`src/rtl/sreg_master_pkg.sv`:
```
// -----------------------------------------------------------------------------
// sreg_master_pkg
// Shared definitions for the AXI4-Lite to SREG bridge:
//   - bus widths used by the bridge and its channel holding registers
//   - FSM state encoding of the bridge sequencer
//   - AXI response codes
//   - SREG register byte offsets of the downstream register block
//   - small helpers used by the sequencer
// -----------------------------------------------------------------------------
package sreg_master_pkg;

  localparam int ADDR_W = 18;
  localparam int DATA_W = 32;
  localparam int STRB_W = DATA_W / 8;

  typedef enum logic [2:0] {
    IDLE     = 3'd0,
    WR_ISSUE = 3'd1,
    WR_RESP  = 3'd2,
    RD_ISSUE = 3'd3,
    RD_WAIT  = 3'd4,
    RD_RESP  = 3'd5
  } state_e;

  localparam logic [1:0] RESP_OKAY   = 2'b00;
  localparam logic [1:0] RESP_SLVERR = 2'b10;

  // SREG register map (byte offsets)
  localparam logic [ADDR_W-1:0] SREG_EN        = 18'h00000;
  localparam logic [ADDR_W-1:0] SREG_IBASE     = 18'h00010;
  localparam logic [ADDR_W-1:0] SREG_ISIZE     = 18'h00014;
  localparam logic [ADDR_W-1:0] SREG_OBASE     = 18'h00018;
  localparam logic [ADDR_W-1:0] SREG_OSIZE     = 18'h0001C;
  localparam logic [ADDR_W-1:0] SREG_FRAME_LEN = 18'h00020;
  localparam logic [ADDR_W-1:0] SREG_FRAME_ADJ = 18'h00024;
  localparam logic [ADDR_W-1:0] SREG_TSTART    = 18'h00030;
  localparam logic [ADDR_W-1:0] SREG_TEND      = 18'h00034;
  localparam logic [ADDR_W-1:0] SREG_RSTART    = 18'h00038;
  localparam logic [ADDR_W-1:0] SREG_REND      = 18'h0003C;

  // The SREG port only supports full-word writes.
  function automatic logic strb_full(input logic [STRB_W-1:0] strb);
    return (strb == {STRB_W{1'b1}});
  endfunction

  function automatic logic [1:0] wr_resp_code(input logic [STRB_W-1:0] strb);
    return strb_full(strb) ? RESP_OKAY : RESP_SLVERR;
  endfunction

endpackage

```
`src/rtl/sreg_master_chan_hold.sv`:
```
// -----------------------------------------------------------------------------
// axil_chan_hold
// Single-entry holding register for one AXI4-Lite request channel.
// The channel is accepted whenever the register is empty; the content stays
// until the consumer pulses clr. The ready output is a flop (not derived from
// any input) so the AXI side sees no combinational path through the bridge.
//
// Ports:
//   clk, rst  : clock, asynchronous active-high reset
//   in_data   : channel payload
//   in_valid  : channel valid
//   in_ready  : channel ready, high while the holding register is empty
//   full      : holding register contains a payload
//   data      : held payload (meaningful while full)
//   clr       : consumer has finished with the payload; empty the register
// -----------------------------------------------------------------------------
module axil_chan_hold #(
  parameter int DATA_W = 32
) (
  input  logic              clk,
  input  logic              rst,
  input  logic [DATA_W-1:0] in_data,
  input  logic              in_valid,
  output logic              in_ready,
  output logic              full,
  output logic [DATA_W-1:0] data,
  input  logic              clr
);

  logic take;
  logic full_nxt;

  assign take = in_valid & in_ready;

  // clr and take are mutually exclusive: clr only comes while full,
  // and in_ready is low while full.
  always_comb begin
    full_nxt = full;
    if (clr) begin
      full_nxt = 1'b0;
    end else if (take) begin
      full_nxt = 1'b1;
    end
  end

  always_ff @(posedge clk or posedge rst) begin
    if (rst) begin
      full     <= 1'b0;
      in_ready <= 1'b0;
    end else begin
      full     <= full_nxt;
      in_ready <= ~full_nxt;
    end
  end

  always_ff @(posedge clk) begin
    if (take) begin
      data <= in_data;
    end
  end

endmodule

```
`src/rtl/sreg_master.sv`:
```
// -----------------------------------------------------------------------------
// sreg_master
// AXI4-Lite slave that converts single-beat reads/writes into one-cycle
// accesses on a simple SREG strobe interface.
//
// Ports:
//   clk, rst                         : clock, asynchronous active-high reset
//   s_aw* / s_w* / s_b*              : AXI4-Lite write address/data/response
//   s_ar* / s_r*                     : AXI4-Lite read address/data
//   sreg_en                          : one-cycle access strobe
//   sreg_wen                         : 1 = write, 0 = read (held between strobes)
//   sreg_addr                        : byte address (held between strobes)
//   sreg_din                         : write data (held between strobes)
//   sreg_dout                        : read data, valid the cycle after sreg_en
//
// AW, W and AR are each captured by their own holding register, so requests
// can be accepted while another access is in progress. A write needs both AW
// and W held; when a write and a read are both ready in IDLE, a round-robin
// flag decides. Partial-strobe writes are refused with SLVERR and never reach
// the SREG port. Every output comes straight from a flop.
// -----------------------------------------------------------------------------
module sreg_master
  import sreg_master_pkg::*;
(
  input  logic              clk,
  input  logic              rst,
  input  logic [ADDR_W-1:0] s_awaddr,
  input  logic              s_awvalid,
  output logic              s_awready,
  input  logic [DATA_W-1:0] s_wdata,
  input  logic [STRB_W-1:0] s_wstrb,
  input  logic              s_wvalid,
  output logic              s_wready,
  output logic [1:0]        s_bresp,
  output logic              s_bvalid,
  input  logic              s_bready,
  input  logic [ADDR_W-1:0] s_araddr,
  input  logic              s_arvalid,
  output logic              s_arready,
  output logic [DATA_W-1:0] s_rdata,
  output logic [1:0]        s_rresp,
  output logic              s_rvalid,
  input  logic              s_rready,
  output logic              sreg_en,
  output logic              sreg_wen,
  output logic [ADDR_W-1:0] sreg_addr,
  output logic [DATA_W-1:0] sreg_din,
  input  logic [DATA_W-1:0] sreg_dout
);

  logic                     aw_full;
  logic                     w_full;
  logic                     ar_full;
  logic [ADDR_W-1:0]        aw_addr;
  logic [ADDR_W-1:0]        ar_addr;
  logic [STRB_W+DATA_W-1:0] w_bus;
  logic [DATA_W-1:0]        w_data;
  logic [STRB_W-1:0]        w_strb;
  logic                     clr_wr;
  logic                     clr_rd;

  state_e                   state;
  state_e                   state_nxt;
  logic                     prio_wr;
  logic                     prio_nxt;
  logic                     wr_elig;
  logic                     rd_elig;
  logic                     grant_wr;
  logic                     grant_rd;

  logic                     en_nxt;
  logic                     wen_nxt;
  logic [ADDR_W-1:0]        addr_nxt;
  logic [DATA_W-1:0]        din_nxt;
  logic                     bvalid_nxt;
  logic [1:0]               bresp_nxt;
  logic                     rvalid_nxt;
  logic [1:0]               rresp_nxt;
  logic [DATA_W-1:0]        rdata_nxt;

  assign w_data = w_bus[DATA_W-1:0];
  assign w_strb = w_bus[STRB_W+DATA_W-1:DATA_W];

  axil_chan_hold #(.DATA_W(ADDR_W)) u_aw_hold (
    .clk      (clk),
    .rst      (rst),
    .in_data  (s_awaddr),
    .in_valid (s_awvalid),
    .in_ready (s_awready),
    .full     (aw_full),
    .data     (aw_addr),
    .clr      (clr_wr)
  );

  axil_chan_hold #(.DATA_W(STRB_W + DATA_W)) u_w_hold (
    .clk      (clk),
    .rst      (rst),
    .in_data  ({s_wstrb, s_wdata}),
    .in_valid (s_wvalid),
    .in_ready (s_wready),
    .full     (w_full),
    .data     (w_bus),
    .clr      (clr_wr)
  );

  axil_chan_hold #(.DATA_W(ADDR_W)) u_ar_hold (
    .clk      (clk),
    .rst      (rst),
    .in_data  (s_araddr),
    .in_valid (s_arvalid),
    .in_ready (s_arready),
    .full     (ar_full),
    .data     (ar_addr),
    .clr      (clr_rd)
  );

  always_ff @(posedge clk or posedge rst) begin
    if (rst) begin
      state   <= IDLE;
      prio_wr <= 1'b1;
    end else begin
      state   <= state_nxt;
      prio_wr <= prio_nxt;
    end
  end

  // Next state plus the next value of every registered output. Outputs
  // default to holding, except sreg_en which is a single-cycle strobe.
  always_comb begin
    state_nxt  = state;
    prio_nxt   = prio_wr;
    wr_elig    = aw_full & w_full;
    rd_elig    = ar_full;
    grant_wr   = 1'b0;
    grant_rd   = 1'b0;
    clr_wr     = 1'b0;
    clr_rd     = 1'b0;
    en_nxt     = 1'b0;
    wen_nxt    = sreg_wen;
    addr_nxt   = sreg_addr;
    din_nxt    = sreg_din;
    bvalid_nxt = s_bvalid;
    bresp_nxt  = s_bresp;
    rvalid_nxt = s_rvalid;
    rresp_nxt  = s_rresp;
    rdata_nxt  = s_rdata;

    unique case (state)
      IDLE: begin
        grant_wr = wr_elig & (~rd_elig | prio_wr);
        grant_rd = rd_elig & ~grant_wr;
        if (grant_wr) begin
          prio_nxt = ~prio_wr;
          if (strb_full(w_strb)) begin
            state_nxt = WR_ISSUE;
            en_nxt    = 1'b1;
            wen_nxt   = 1'b1;
            addr_nxt  = aw_addr;
            din_nxt   = w_data;
          end else begin
            state_nxt  = WR_RESP;
            bvalid_nxt = 1'b1;
            bresp_nxt  = wr_resp_code(w_strb);
          end
        end else if (grant_rd) begin
          prio_nxt  = ~prio_wr;
          state_nxt = RD_ISSUE;
          en_nxt    = 1'b1;
          wen_nxt   = 1'b0;
          addr_nxt  = ar_addr;
        end
      end

      WR_ISSUE: begin
        state_nxt  = WR_RESP;
        bvalid_nxt = 1'b1;
        bresp_nxt  = RESP_OKAY;
      end

      WR_RESP: begin
        if (s_bready) begin
          state_nxt  = IDLE;
          bvalid_nxt = 1'b0;
          clr_wr     = 1'b1;
        end
      end

      RD_ISSUE: begin
        state_nxt = RD_WAIT;
      end

      // sreg_dout is valid during this cycle; capture it at the closing edge.
      RD_WAIT: begin
        state_nxt  = RD_RESP;
        rvalid_nxt = 1'b1;
        rresp_nxt  = RESP_OKAY;
        rdata_nxt  = sreg_dout;
      end

      RD_RESP: begin
        if (s_rready) begin
          state_nxt  = IDLE;
          rvalid_nxt = 1'b0;
          clr_rd     = 1'b1;
        end
      end

      default: begin
        state_nxt = IDLE;
      end
    endcase
  end

  // Output registers; reset clears them immediately, so a strobe in flight
  // is dropped without waiting for a clock.
  always_ff @(posedge clk or posedge rst) begin
    if (rst) begin
      sreg_en   <= 1'b0;
      sreg_wen  <= 1'b0;
      sreg_addr <= '0;
      sreg_din  <= '0;
      s_bvalid  <= 1'b0;
      s_bresp   <= RESP_OKAY;
      s_rvalid  <= 1'b0;
      s_rresp   <= RESP_OKAY;
      s_rdata   <= '0;
    end else begin
      sreg_en   <= en_nxt;
      sreg_wen  <= wen_nxt;
      sreg_addr <= addr_nxt;
      sreg_din  <= din_nxt;
      s_bvalid  <= bvalid_nxt;
      s_bresp   <= bresp_nxt;
      s_rvalid  <= rvalid_nxt;
      s_rresp   <= rresp_nxt;
      s_rdata   <= rdata_nxt;
    end
  end

endmodule

```
`config.mk`:
```
export PLATFORM = sky130hd
export DESIGN_NAME = sreg_master
export DESIGN_NICKNAME = d
export VERILOG_FILES = /design/src/rtl/sreg_master_pkg.sv /design/src/rtl/sreg_master_chan_hold.sv /design/src/rtl/sreg_master.sv
export SDC_FILE = /design/constraint.sdc
export NUM_CORES = 1
export LEC_CHECK = 0
export BUFFER_PORTS_ARGS = -buffer_cell sky130_fd_sc_hd__buf_2
export CAP_MARGIN = 40
export CORE_ASPECT_RATIO = 0.75
export CORE_MARGIN = 3
export CORE_UTILIZATION = 50
export DETAILED_ROUTE_END_ITERATION = 12
export PLACE_DENSITY_LB_ADDON = 0.15
export SKIP_LAST_GASP = 1
export SLEW_MARGIN = 20
export SYNTH_ARGS = -nofsm -noshare
export SYNTH_HDL_FRONTEND = slang
export SYNTH_SLANG_ARGS = --single-unit
```
`constraint.sdc`:
```
create_clock -name clk -period 3.2 [get_ports clk]
set_input_delay 0.32 -clock clk [delete_from_list [all_inputs] [get_ports clk]]
set_output_delay 0.32 -clock clk [all_outputs]
set_load 0.01 [all_outputs]
```
==> results.md, run 1 <==
* Post-synth top flop: dfrtp_1
* CP Capture Type: flop
* Biggest cell delay along the critical path at 0.56 ns
* Share of the yosys chip area belonging to registers at around 76%
* Insertion delay of the later-clocked pin in the worst-skew pair at 0.41 ns
* Post-CTS Repair Setup Buffers at 0
* Htree depth at 4
* CTS tree: done
* Static Leak at between 3 and 4 nW
* Number of DRC markers after the initial detailed-route iteration at about 220
* Average detailed-routed wire length per instance at around 17 um
* Worst path required time at around 3.5 ns
* IR Drop Worst-Case VDD at 462 uV
* Row count at 34
* First-pass GRT wire length at 19.7 mm
* Core outline area at ~12000 um^2
* Proportion of total power due to net switching at 29.2%
* Async S/R FF share, synth at 57.4%
* Fraction of layout instances using a drive strength above 1 at between 50% and 60%
* Worst-case hold slack at ~0.079 ns
* Result of the run: complete, no violations
* Library cell used as clock root buffer: clkbuf_16
* Count of flip-flops with a built-in enable after synthesis at slightly above 70
* Crit path kind: reg2reg
* Total inserted antenna cells at 0
* Transition at the pin with the smallest max-transition slack at slightly below 0.7 ns
* Net Switching at approximately 0.0023 W
* Share of power burned in combinational logic at about 28%
* Cell taking the most area after synthesis: dfrtp_1
* Clock buffers created by TritonCTS at 17
* Synthesized cell area at approximately 6000 um^2
* Count of input and output buffers at 200
* Critical path startpoint category: flop
* Proportion of power drawn by flip-flops and latches at roughly 44%
* Setup violations, final at 0
* Average size of a mapped cell at between 15 and 20 um^2
* Maximum clock skew at final layout at ~0.017 ns
* Maximum buffer depth of the clock tree at 2
* Initial cell density of the core at about 50%
* Area fraction of the dominant cell type after synthesis at roughly 40%
* Flip-flop and latch count after synthesis at about 170
* Count of non-filler cells in the finished layout at ~730
* RSZ-0062 raised after global routing: false
* Setup TNS at 0 ns
* Number of ports placed on the die boundary at a little over 200
* Post-synthesis to final-layout area growth at 31.5%
* Final clock period utilization by the worst path at around 69%
* Min Clock Period, post-route at about 2.2 ns
* Unique masters post-synth at 37
* Pwr per Cell Area at between 900 and 1000 nW/um^2
* Cell with the biggest individual delay on the critical path: buf_4
* Antenna-violating nets left at 0
* Detailed-route DRC error count at 0
* GR Overflow Total at 0
* Max Fclk at about 450 MHz
* Number of antenna violations at the first check in global routing at 0
* Total number of vias at approximately 3.7k
* Die Area at ~13000 um^2
* Share of power burned in the clock network at 27.9%
* Clock transition at the register clock pins on the worst setup and hold paths after CTS at ~0.060 ns
* Vias in the first global route at about 3.8k
* Floorplan die height at 101 um
* Syn. warnings at 0
* Wirelength, routed at between 10 and 15 mm
* Chip Width at ~130 um
* Final max-slew violation count at 0
* Util after Layout at 67.8%
* Number of endpoints with negative hold slack in the final report at 0
* Worst slew slack as a fraction of its limit at roughly 54%
* Critical Path Fanout Max at a little over 50
* DP Area at roughly 7300 um^2
* Number of nets at the end of the flow at between 600 and 700
* Most numerous cell types in the synthesized netlist: 96 x dfrtp_1, 72 x edfxtp_1, 62 x mux2_2
* Number of detailed-route iterations in the first pass at 4
* Hold-fix buffer count after cts at 1
* Biggest area contributors in the synthesized netlist: dfrtp_1 40%, edfxtp_1 36%, mux2_2 12%
* HP Class: in2reg
* Vias per Instance at between 5 and 6
* Number of clock sinks at 169
* Final non-filler cell area at approximately 7900 um^2
* CP cell instances: or3_4 > nor4_4 > buf_4 > mux2_2
* Total global-route track usage at 19.1%
* Maximum number of pins on one net before global-route repair at 52
* Arrival @ worst endpoint at ~2.5 ns
* Most frequent cell after synthesis: dfrtp_1
* Placed wire-length estimate after detailed placement at ~8.6 mm
* Placed cell count at 693
* PostCTS Resize Cnt at 0
* Routability Congestion at around 0.8
* Number of cells produced by synthesis at 338
* Internal power at around 0.0055 W
* Max-cap viol count at 0
[routing by layer]
layer	wire length (um)	vias to the layer above	track usage, %
li1	-	1689	-
met1	5160	1834	24.5
met2	6050	145	30.4
met3	1100	12	7.09
met4	128	0	6.71
met5	0	-	0
[worst max-delay path, delay by kind of cell (launching register included)]
kind	cells	cell delay (ns)
buffers and inverters	1	0.56
flip-flops	1	0.49
multiplexers	1	0.41
AND/OR/NAND/NOR	2	0.59
[power by group through the flow]
stage          clock network (W)  registers, W  logic (W)
2_1_floorplan                  0       0.00365    0.00104
3_3_place_gp                   0       0.00342    0.00205
3_5_place_dp                   0       0.00346    0.00216
4_1_cts                  0.00220       0.00344    0.00216
5_1_grt                  0.00229       0.00352    0.00235
6_report                 0.00215       0.00343    0.00214
[worst paths after layout]
path	cells after the start	startpoint	slack, ns	endpoint
hold / removal	1	s_wdata[16]	0.08	u_w_hold.data[16]
min in group asynchronous	3	rst	0.53	s_rdata[6]
setup reg to reg	4	state[1]	1.0	sreg_din[27]
setup / recovery	4	state[1]	1.0	sreg_din[27]
max in group asynchronous	5	rst	1.83	sreg_din[6]
hold reg to reg	1	u_w_hold.data[0]	0.47	sreg_din[0]
[cell type report]
class | instances | area [um^2]
multi-input cells | 148 | 1330
flip-flops and latches | 169 | 4590
well taps | 162 | 203
clock buffers | 27 | 588
inverters | 6 | 25.0
fillers | 824 | 3770
clock inverters | 5 | 65.1
repair buffers | 210 | 1130
[kinds of logic after synthesis]
group                     count (synthesis)  synth area share (%)
buffers and inverters                    23                  2.01
other                                     1                0.0622
and+or+nand+nor                          43                  4.61
DFF                                     169                  76.1
xor gates and xnor gates                  1                 0.145
AOI/OAI and AO/OA                        37                  5.08
muxes                                    64                  12.0
[through the flow]
| step | total power [W] | worst slack (ns) |
|---|---|---|
| 2_1_floorplan | 0.00468 | 0.348 |
| 5_1_grt | 0.00816 | 0.854 |
| 3_5_place_dp | 0.00562 | 0.989 |
| 4_1_cts | 0.00780 | 0.985 |
| 3_3_place_gp | 0.00548 | 1.05 |
| 6_report | 0.00772 | 0.996 |
[cells in the final DEF (no fill, tap or decap), types with 3 or more instances in the layout]
master     synthesis  layout
clkbuf_8           0       4
o21ai_0            4       4
and2_1             4       3
conb_1             1       3
a21oi_1            4       4
dfrtp_1           96      96
inv_1              6       5
buf_4              3       4
clkbuf_16          0      21
buf_2              7     200
mux2_2            62      62
nand2_1            7       7
a21o_1             3       3
a221o_1           18      18
edfxtp_1          72      72
and3_1            18      18
[sequential cells by signal (all words and copies together), names as in the netlist]
register,cells
s_rvalid,1
u_aw_hold.data,18
u_ar_hold.full,1
s_rdata,32
s_bvalid,1
u_w_hold.data,36
u_ar_hold.in_ready,1
sreg_din,32
u_ar_hold.data,18
sreg_addr,18
u_w_hold.full,1
sreg_en,1
u_aw_hold.full,1
u_aw_hold.in_ready,1
prio_wr,1
state,3
u_w_hold.in_ready,1
sreg_wen,1
s_bresp,1
Power figures use the tool's default switching activity.
==> run 2, diff against run 1 <==
==> constraint.sdc (replaced) <==
create_clock -name clk -period 2.3 [get_ports clk]
set_input_delay 0.23 -clock clk [delete_from_list [all_inputs] [get_ports clk]]
set_output_delay 0.23 -clock clk [all_outputs]
set_load 0.01 [all_outputs]
==> run 2 against run 1 <==
Net effect: maximum frequency increased by 12%; wire length rose by 7.3%; combinational power is 44% higher; clock skew is 0.0020 ns lower; sequential power increased by 38%; via count increased by 7.7%; count of clock-buffer cells in the layout grew 1; sequential share of layout area decreased by 4.4 points.
==> results.md, run 2 (synthesis gave the netlist of run 1 again) <==
* Result of the run: complete, no violations
* Count of fill cells added during filler insertion at 770 (-6.6%)
* Final clock period utilization by the worst path at 85.4% (+17 points)
* Setup TNS at 0 ns (unchanged)
* Cell count of the worst hold path at 2 (+1)
* Length in cells of the worst reg-to-reg path at 4 (unchanged)
* Count of input and output buffers at 200 (unchanged)
* Startpoint of the tightest hold check path: sreg_dout[8]
* Critical Path Fanout Max at 51 (unchanged)
* Fraction of layout instances using a drive strength above 1 at 47.9% (-6.6 points)
* Largest Register: u_w_hold.data
* Maximum clock skew at final layout at 0.0146 ns (-0.00197 ns)
* Post-synthesis to final-layout area growth at 42.4%
* Cell with the biggest individual delay on the critical path: dfrtp_1
* Arrival @ worst endpoint at 2.25 ns (-0.24 ns)
* Max Fclk at 509 MHz (+12%)
* Worst slew slack as a fraction of its limit at 58.3% (+4.1 points)
* GR Overflow Total at 0 (unchanged)
* Worst reg-to-reg setup slack at 0.34 ns (-0.66 ns)
* Share of power burned in the clock network at 26.3% (-1.6 points)
* Max-cap viol count at 0 (unchanged)
* Met1 Track Usage GR at 24.9% (+0.36 points)
* CP Capture Type: flop
* Commonest cells after routing, fill and taps aside: 200 x buf_2, 96 x dfrtp_1, 73 x dlygate4sd3_1, 72 x edfxtp_1, 62 x mux2_2
* Count of non-filler cells in the finished layout at 799 (+9.9%)
* Placed wire-length estimate after detailed placement at 8.11 mm (-6.2%)
* Biggest cell delay along the critical path at 0.49 ns (-0.07 ns)
* Clock transition at the register clock pins on the worst setup and hold paths after CTS at 0.06 ns (about the same)
* Number of flip-flops in the largest register at 36 (unchanged)
* Net Switching at 0.00313 W (+39%)
* Total inserted antenna cells at 0 (unchanged)
* Maximum number of pins on one net before global-route repair at 98 (+88%)
* First-pass GRT wire length at 21.2 mm (+7.4%)
* Vias per Instance at 4.96 (-2.0%)
* Chip Width at 133 um (unchanged)
* Number of nets at the end of the flow at 735 (+11%)
* Antenna-violating nets left at 0 (unchanged)
* FF-to-FF Start: state[1]
* Pwr per Cell Area at 1240 nW/um^2 (+27%)
* IR Drop Worst-Case VDD at 741 uV (+60%)
* Worst path required time at 2.59 ns (-0.89 ns)
* Core outline area at 11700 um^2 (unchanged)
* DP Area at 7250 um^2 (-0.12%)
* Total number of vias at 3963 (+7.7%)
* Maximum buffer depth of the clock tree at 2 (unchanged)
* Worst Hold Endpoint: s_rdata[8]
* HP Class: in2reg
* Floorplan die height at 101 um (unchanged)
* Detailed-route DRC error count at 0 (unchanged)
* Critical path startpoint category: flop
* Wirelength, routed at 13.3 mm (+7.3%)
* Number of detailed-route iterations in the first pass at 4 (unchanged)
* Endpoint of the worst-slack reg-to-reg timing path: sreg_din[1]
* Number of ports placed on the die boundary at 204 (unchanged)
* Average detailed-routed wire length per instance at 16.7 um (-2.3%)
* Total global-route track usage at 20.6% (+1.5 points)
* Number of endpoints with negative hold slack in the final report at 0 (unchanged)
* Transition at the pin with the smallest max-transition slack at 0.624 ns (-0.0608 ns)
* Number of clock sinks at 169 (unchanged)
* Routability Congestion at 0.760 (-4.4%)
* Share of power burned in combinational logic at 29.0% (+1.3 points)
* Biggest registers after layout: u_w_hold.data: 36 flops, s_rdata: 32 flops, sreg_din: 32 flops
* Final Power at 0.0106 W (+38%)
* Commonest non-fill, non-tap cell in the layout: buf_2
* Insertion delay of the later-clocked pin in the worst-skew pair at 0.42 ns (about the same)
* Clock buffers created by TritonCTS at 17 (unchanged)
* Setup violations, final at 0 (unchanged)
* Crit path kind: reg2reg
* Internal power at 0.00749 W (+37%)
* Static Leak at 3.99 nW (+7.1%)
* Most Used Layer, Global Route: met2
* CTS tree: done
* Row count at 34 (unchanged)
* RSZ-0062 raised after global routing: false
* Die Area at 13400 um^2 (unchanged)
* Proportion of power drawn by flip-flops and latches at 44.7% (+0.3 points)
* Number of antenna violations at the first check in global routing at 1 (+1)
* Vias in the first global route at 4227 (+11%)
* Placed cell count at 693 (unchanged)
* Global-route track usage on met3 at 7.88% (+0.80 points)
* Final non-filler cell area at 8590 um^2 (+8.3%)
* Initial cell density of the core at 51.5% (unchanged)
* Proportion of total power due to net switching at 29.5% (+0.24 points)
* PostCTS Resize Cnt at 0 (unchanged)
* Met2 Use GR at 34.8% (+4.4 points)
* CP cell instances: or3_4 > nor4_4 > buf_12 > mux2_2
* Number of DRC markers after the initial detailed-route iteration at 227 (+5.6%)
* Min Clock Period, post-route at 1.96 ns (-0.239 ns)
* Htree depth at 4 (unchanged)
* Final max-slew violation count at 0 (unchanged)
* Library cell used as clock root buffer: clkbuf_16
[run 2: worst max-delay path, delay by kind of cell, from the launching register on]
| family | cells | cell delay, ns |
|---|---|---|
| AND/OR/NAND/NOR | 2 | 0.65 |
| multiplexers | 1 | 0.38 |
| buffers and inverters | 1 | 0.31 |
| flip-flops | 1 | 0.49 |
[run 2: metrics by stage]
| stage | util (%) | hold WS (ns) | worst slack (ns) |
|---|---|---|---|
| floorplan | - | 0.329 | 0.563 |
| global placement | 61.8 | 0.407 | 0.339 |
| detailed placement | 61.9 | 0.408 | 0.280 |
| CTS | 73.3 | 0.0229 | 0.291 |
| global route | 73.4 | 0.0188 | 0.247 |
| finish | 73.4 | 0.0428 | 0.335 |
[run 2: worst max-delay path by stage]
stage	start	to	slack, ns
6_report	state[1]	sreg_din[1]	0.34
2_1_floorplan	state[2]	sreg_din[21]	0.56
5_1_grt	state[1]	sreg_din[1]	0.25
4_1_cts	state[1]	sreg_addr[17]	0.29
3_3_place_gp	state[1]	sreg_addr[4]	0.34
3_5_place_dp	state[1]	sreg_addr[4]	0.28
[run 2: area by class of cell]
class / count / area, um^2 / area share, %
clock inverters: 4 / 25.0 / 0.291
flip-flops and latches: 169 / 4590 / 53.5
repair buffers: 282 / 1840 / 21.4
clock buffers: 28 / 572 / 6.66
inverters: 6 / 26.3 / 0.306
well taps: 162 / 203 / 2.36
multi-input cells: 148 / 1330 / 15.5
[run 2: power by group through the flow]
stage / logic (W) / registers [W] / clock network [W]
after CTS: 0.00308 / 0.00475 / 0.00284
after global placement: 0.00289 / 0.00474 / 0
after detailed placement: 0.00299 / 0.00479 / 0
final: 0.00308 / 0.00475 / 0.00279
after floorplan: 0.00144 / 0.00508 / 0
after global routing: 0.00338 / 0.00488 / 0.00298
[run 2: timing repair]
| item | in CTS | in global routing |
|---|---|---|
| hold buffers | 73 | 0 |
| buffers inserted | 0 | 0 |
| endpoints found under the hold margin | 125 | 0 |
[run 2: layer usage]
| layer | share of wire [%] | vias to the layer above |
|---|---|---|
| li1 | - | 1845 |
| met1 | 40 | 1940 |
| met2 | 51 | 157 |
| met3 | 7.6 | 19 |
| met4 | 1.2 | 2 |
| met5 | 0.052 | - |
==> run 3, diff against run 2 <==
--- a/config.mk
+++ b/config.mk
@@ -10,6 +10,7 @@
 export CORE_ASPECT_RATIO = 0.75
 export CORE_MARGIN = 3
 export CORE_UTILIZATION = 50
+export CTS_BUF_LIST = sky130_fd_sc_hd__clkbuf_4
 export DETAILED_ROUTE_END_ITERATION = 12
 export PLACE_DENSITY_LB_ADDON = 0.15
 export SKIP_LAST_GASP = 1
==> run 3 against run 2 <==
Net effect: worst hold slack improved by 0.027 ns; critical path depth unchanged; count of clock-buffer cells in the layout decreased by 6; largest cell class unchanged; clock power decreased by 34%; total power down 8.2%; maximum frequency up 0.73%; wire length up 3.3%; register-to-register slack hardly changed; first-iteration DRC count shrank 22%.
==> results.md, run 3 (synthesis gave the netlist of run 1 again) <==
* First-pass GRT wire length at 22.0 mm (+3.9%)
* Row count at 34 (unchanged)
* Worst slew slack as a fraction of its limit at 60.4% (+2.1 points)
* Crit path kind: reg2reg
* Vias in the first global route at 4422 (+4.6%)
* Result of the run: complete, no violations
* Post-synthesis to final-layout area growth at 43.2%
* Worst reg-to-reg setup slack at 0.35 ns (about the same)
* Worst path required time at 2.69 ns (+0.10 ns)
* Maximum buffer depth of the clock tree at 2 (unchanged)
* RSZ-0062 raised after global routing: false
* Routability Congestion at 0.760 (unchanged)
* Number of nets at the end of the flow at 768 (+4.5%)
* CP cell instances: or3_4 > nor4_4 > buf_12 > mux2_2
* Final non-filler cell area at 8640 um^2 (+0.60%)
* DP Area at 7250 um^2 (unchanged)
* Max-cap viol count at 0 (unchanged)
* Detailed-route DRC error count at 0 (unchanged)
* Number of flip-flops in the largest register at 36 (unchanged)
* Critical Path Fanout Max at 51 (unchanged)
* Die Area at 13400 um^2 (unchanged)
* Chip Width at 133 um (unchanged)
* GR Overflow Total at 0 (unchanged)
* Clock buffers created by TritonCTS at 17 (unchanged)
* Htree depth at 4 (unchanged)
* Slack of the critical path at 0.350 ns (+0.0142 ns)
* CP Capture Type: flop
* Insertion delay of the later-clocked pin in the worst-skew pair at 0.52 ns (+0.10 ns)
* Buffering stage count on the worst path with inverters included at 1 (unchanged)
* Post-placement setup slack at 0.280 ns (unchanged)
* Number of ports placed on the die boundary at 204 (unchanged)
* Transition at the pin with the smallest max-transition slack at 0.593 ns (-0.0311 ns)
* Placed wire-length estimate after detailed placement at 8.11 mm (unchanged)
* Maximum clock skew at final layout at 0.0246 ns (+0.0100 ns)
* Fraction of layout instances using a drive strength above 1 at 46.1% (-1.8 points)
* Static Leak at 4.02 nW (+0.56%)
* Setup TNS at 0 ns (unchanged)
* Number of detailed-route iterations in the first pass at 4 (unchanged)
* Setup violations, final at 0 (unchanged)
* Min Clock Period, post-route at 1.95 ns (-0.0142 ns)
* Number of endpoints with negative hold slack in the final report at 0 (unchanged)
* Cell type group with the largest total delay on the critical path: simple AND/OR/NAND/NOR gates
* Maximum number of pins on one net before global-route repair at 98 (unchanged)
* Floorplan die height at 101 um (unchanged)
* Number of antenna violations at the first check in global routing at 0 (-1)
* Number of clock sinks at 169 (unchanged)
* Initial cell density of the core at 51.5% (unchanged)
* HP Class: in2reg
* Cell with the biggest individual delay on the critical path: dfrtp_1
* Wirelength, routed at 13.8 mm (+3.3%)
* Arrival @ worst endpoint at 2.34 ns (+0.09 ns)
* Commonest cells after routing, fill and taps aside: 200 x buf_2, 106 x dlygate4sd3_1, 96 x dfrtp_1, 72 x edfxtp_1, 62 x mux2_2
* Count of input and output buffers at 200 (unchanged)
* Core outline area at 11700 um^2 (unchanged)
* IR Drop Worst-Case VDD at 791 uV (+6.6%)
* Total number of vias at 4094 (+3.3%)
* Biggest registers after layout: u_w_hold.data: 36 flops, s_rdata: 32 flops, sreg_din: 32 flops
* Critical path startpoint category: flop
* Largest Register: u_w_hold.data
* Pwr per Cell Area at 1130 nW/um^2 (-8.7%)
* Library cell used as clock root buffer: clkbuf_4
* Antenna-violating nets left at 0 (unchanged)
* Total inserted antenna cells at 0 (unchanged)
* Clock transition at the register clock pins on the worst setup and hold paths after CTS at 0.11 ns (+0.05 ns)
* Biggest cell delay along the critical path at 0.50 ns (about the same)
* Worst-case hold slack at 0.0702 ns (+0.0274 ns)
* Commonest non-fill, non-tap cell in the layout: buf_2
* Vias per Instance at 4.92 (-0.79%)
* Final clock period utilization by the worst path at 84.8% (-0.62 points)
* Number of DRC markers after the initial detailed-route iteration at 176 (-22%)
* Final max-slew violation count at 0 (unchanged)
* CTS tree: done
* Total global-route track usage at 21.2% (+0.59 points)
* Average detailed-routed wire length per instance at 16.6 um (-0.77%)
* Max Fclk at 513 MHz (+0.73%)
-- run 3: cell count changes in the layout (fill, tap and decap cells not counted), moves of 2 or more --
cell           change
clkbuf_1           -5
clkbuf_4          +22
clkbuf_8           -2
bufinv_16          +4
dlygate4sd3_1     +33
clkbuf_16         -21
-- run 3: repair_timing --
action                    CTS  global route
setup buffers               0             0
hold buffers              106             0
hold endpoints to repair  203             0
gates resized for setup     0             0
-- run 3: routing by layer --
| layer | vias to the layer above | GRT usage, % | part of all wire [%] |
|---|---|---|---|
| li1 | 1910 | - | - |
| met1 | 2010 | 25.4 | 41 |
| met2 | 158 | 36.4 | 51 |
| met3 | 16 | 8.38 | 7.1 |
| met4 | 0 | 5.83 | 1.2 |
| met5 | - | 0 | 0 |
-- run 3: final timing paths --
kind | from | endpoint | depth (start not counted)
max | state[1] | sreg_din[29] | 4
min | s_arvalid | u_ar_hold.in_ready | 3
max reg2reg | state[1] | sreg_din[29] | 4
min reg2reg | u_w_hold.data[24] | sreg_din[24] | 1
max in group asynchronous | rst | prio_wr | 4
min in group asynchronous | rst | sreg_din[20] | 4
-- run 3: worst reg2reg max path: cells and delay by family (launching register included) --
kind          cells  cell delay, ns
mux               1            0.40
simple gates      2            0.65
flops             1            0.50
buf+inv           1            0.30
-- run 3: stage by stage --
stage | total power [W] | util, % | instances
floorplan | 0.00652 | - | 340
global placement | 0.00763 | 61.8 | 692
detailed placement | 0.00778 | 61.9 | 693
CTS | 0.00977 | 73.7 | 831
global route | 0.0104 | 73.8 | 832
finish | 0.00975 | 73.8 | 832
-- run 3: layout make-up --
type                    instances  area, um^2
flip-flops and latches        169        4590
repair buffers                315        2170
clock buffers                  22         165
clock inverters                10         153
well taps                     162         203
multi-input cells             148        1330
inverters                       6        26.3
fillers                       760        3060
-- run 3: power breakdown --
part	switching, W	leakage [nW]	internal [W]
Clock	0.000933	0.180	0.000919
Sequential	0.000531	1.89	0.00422
Combinational	0.00156	1.95	0.00159
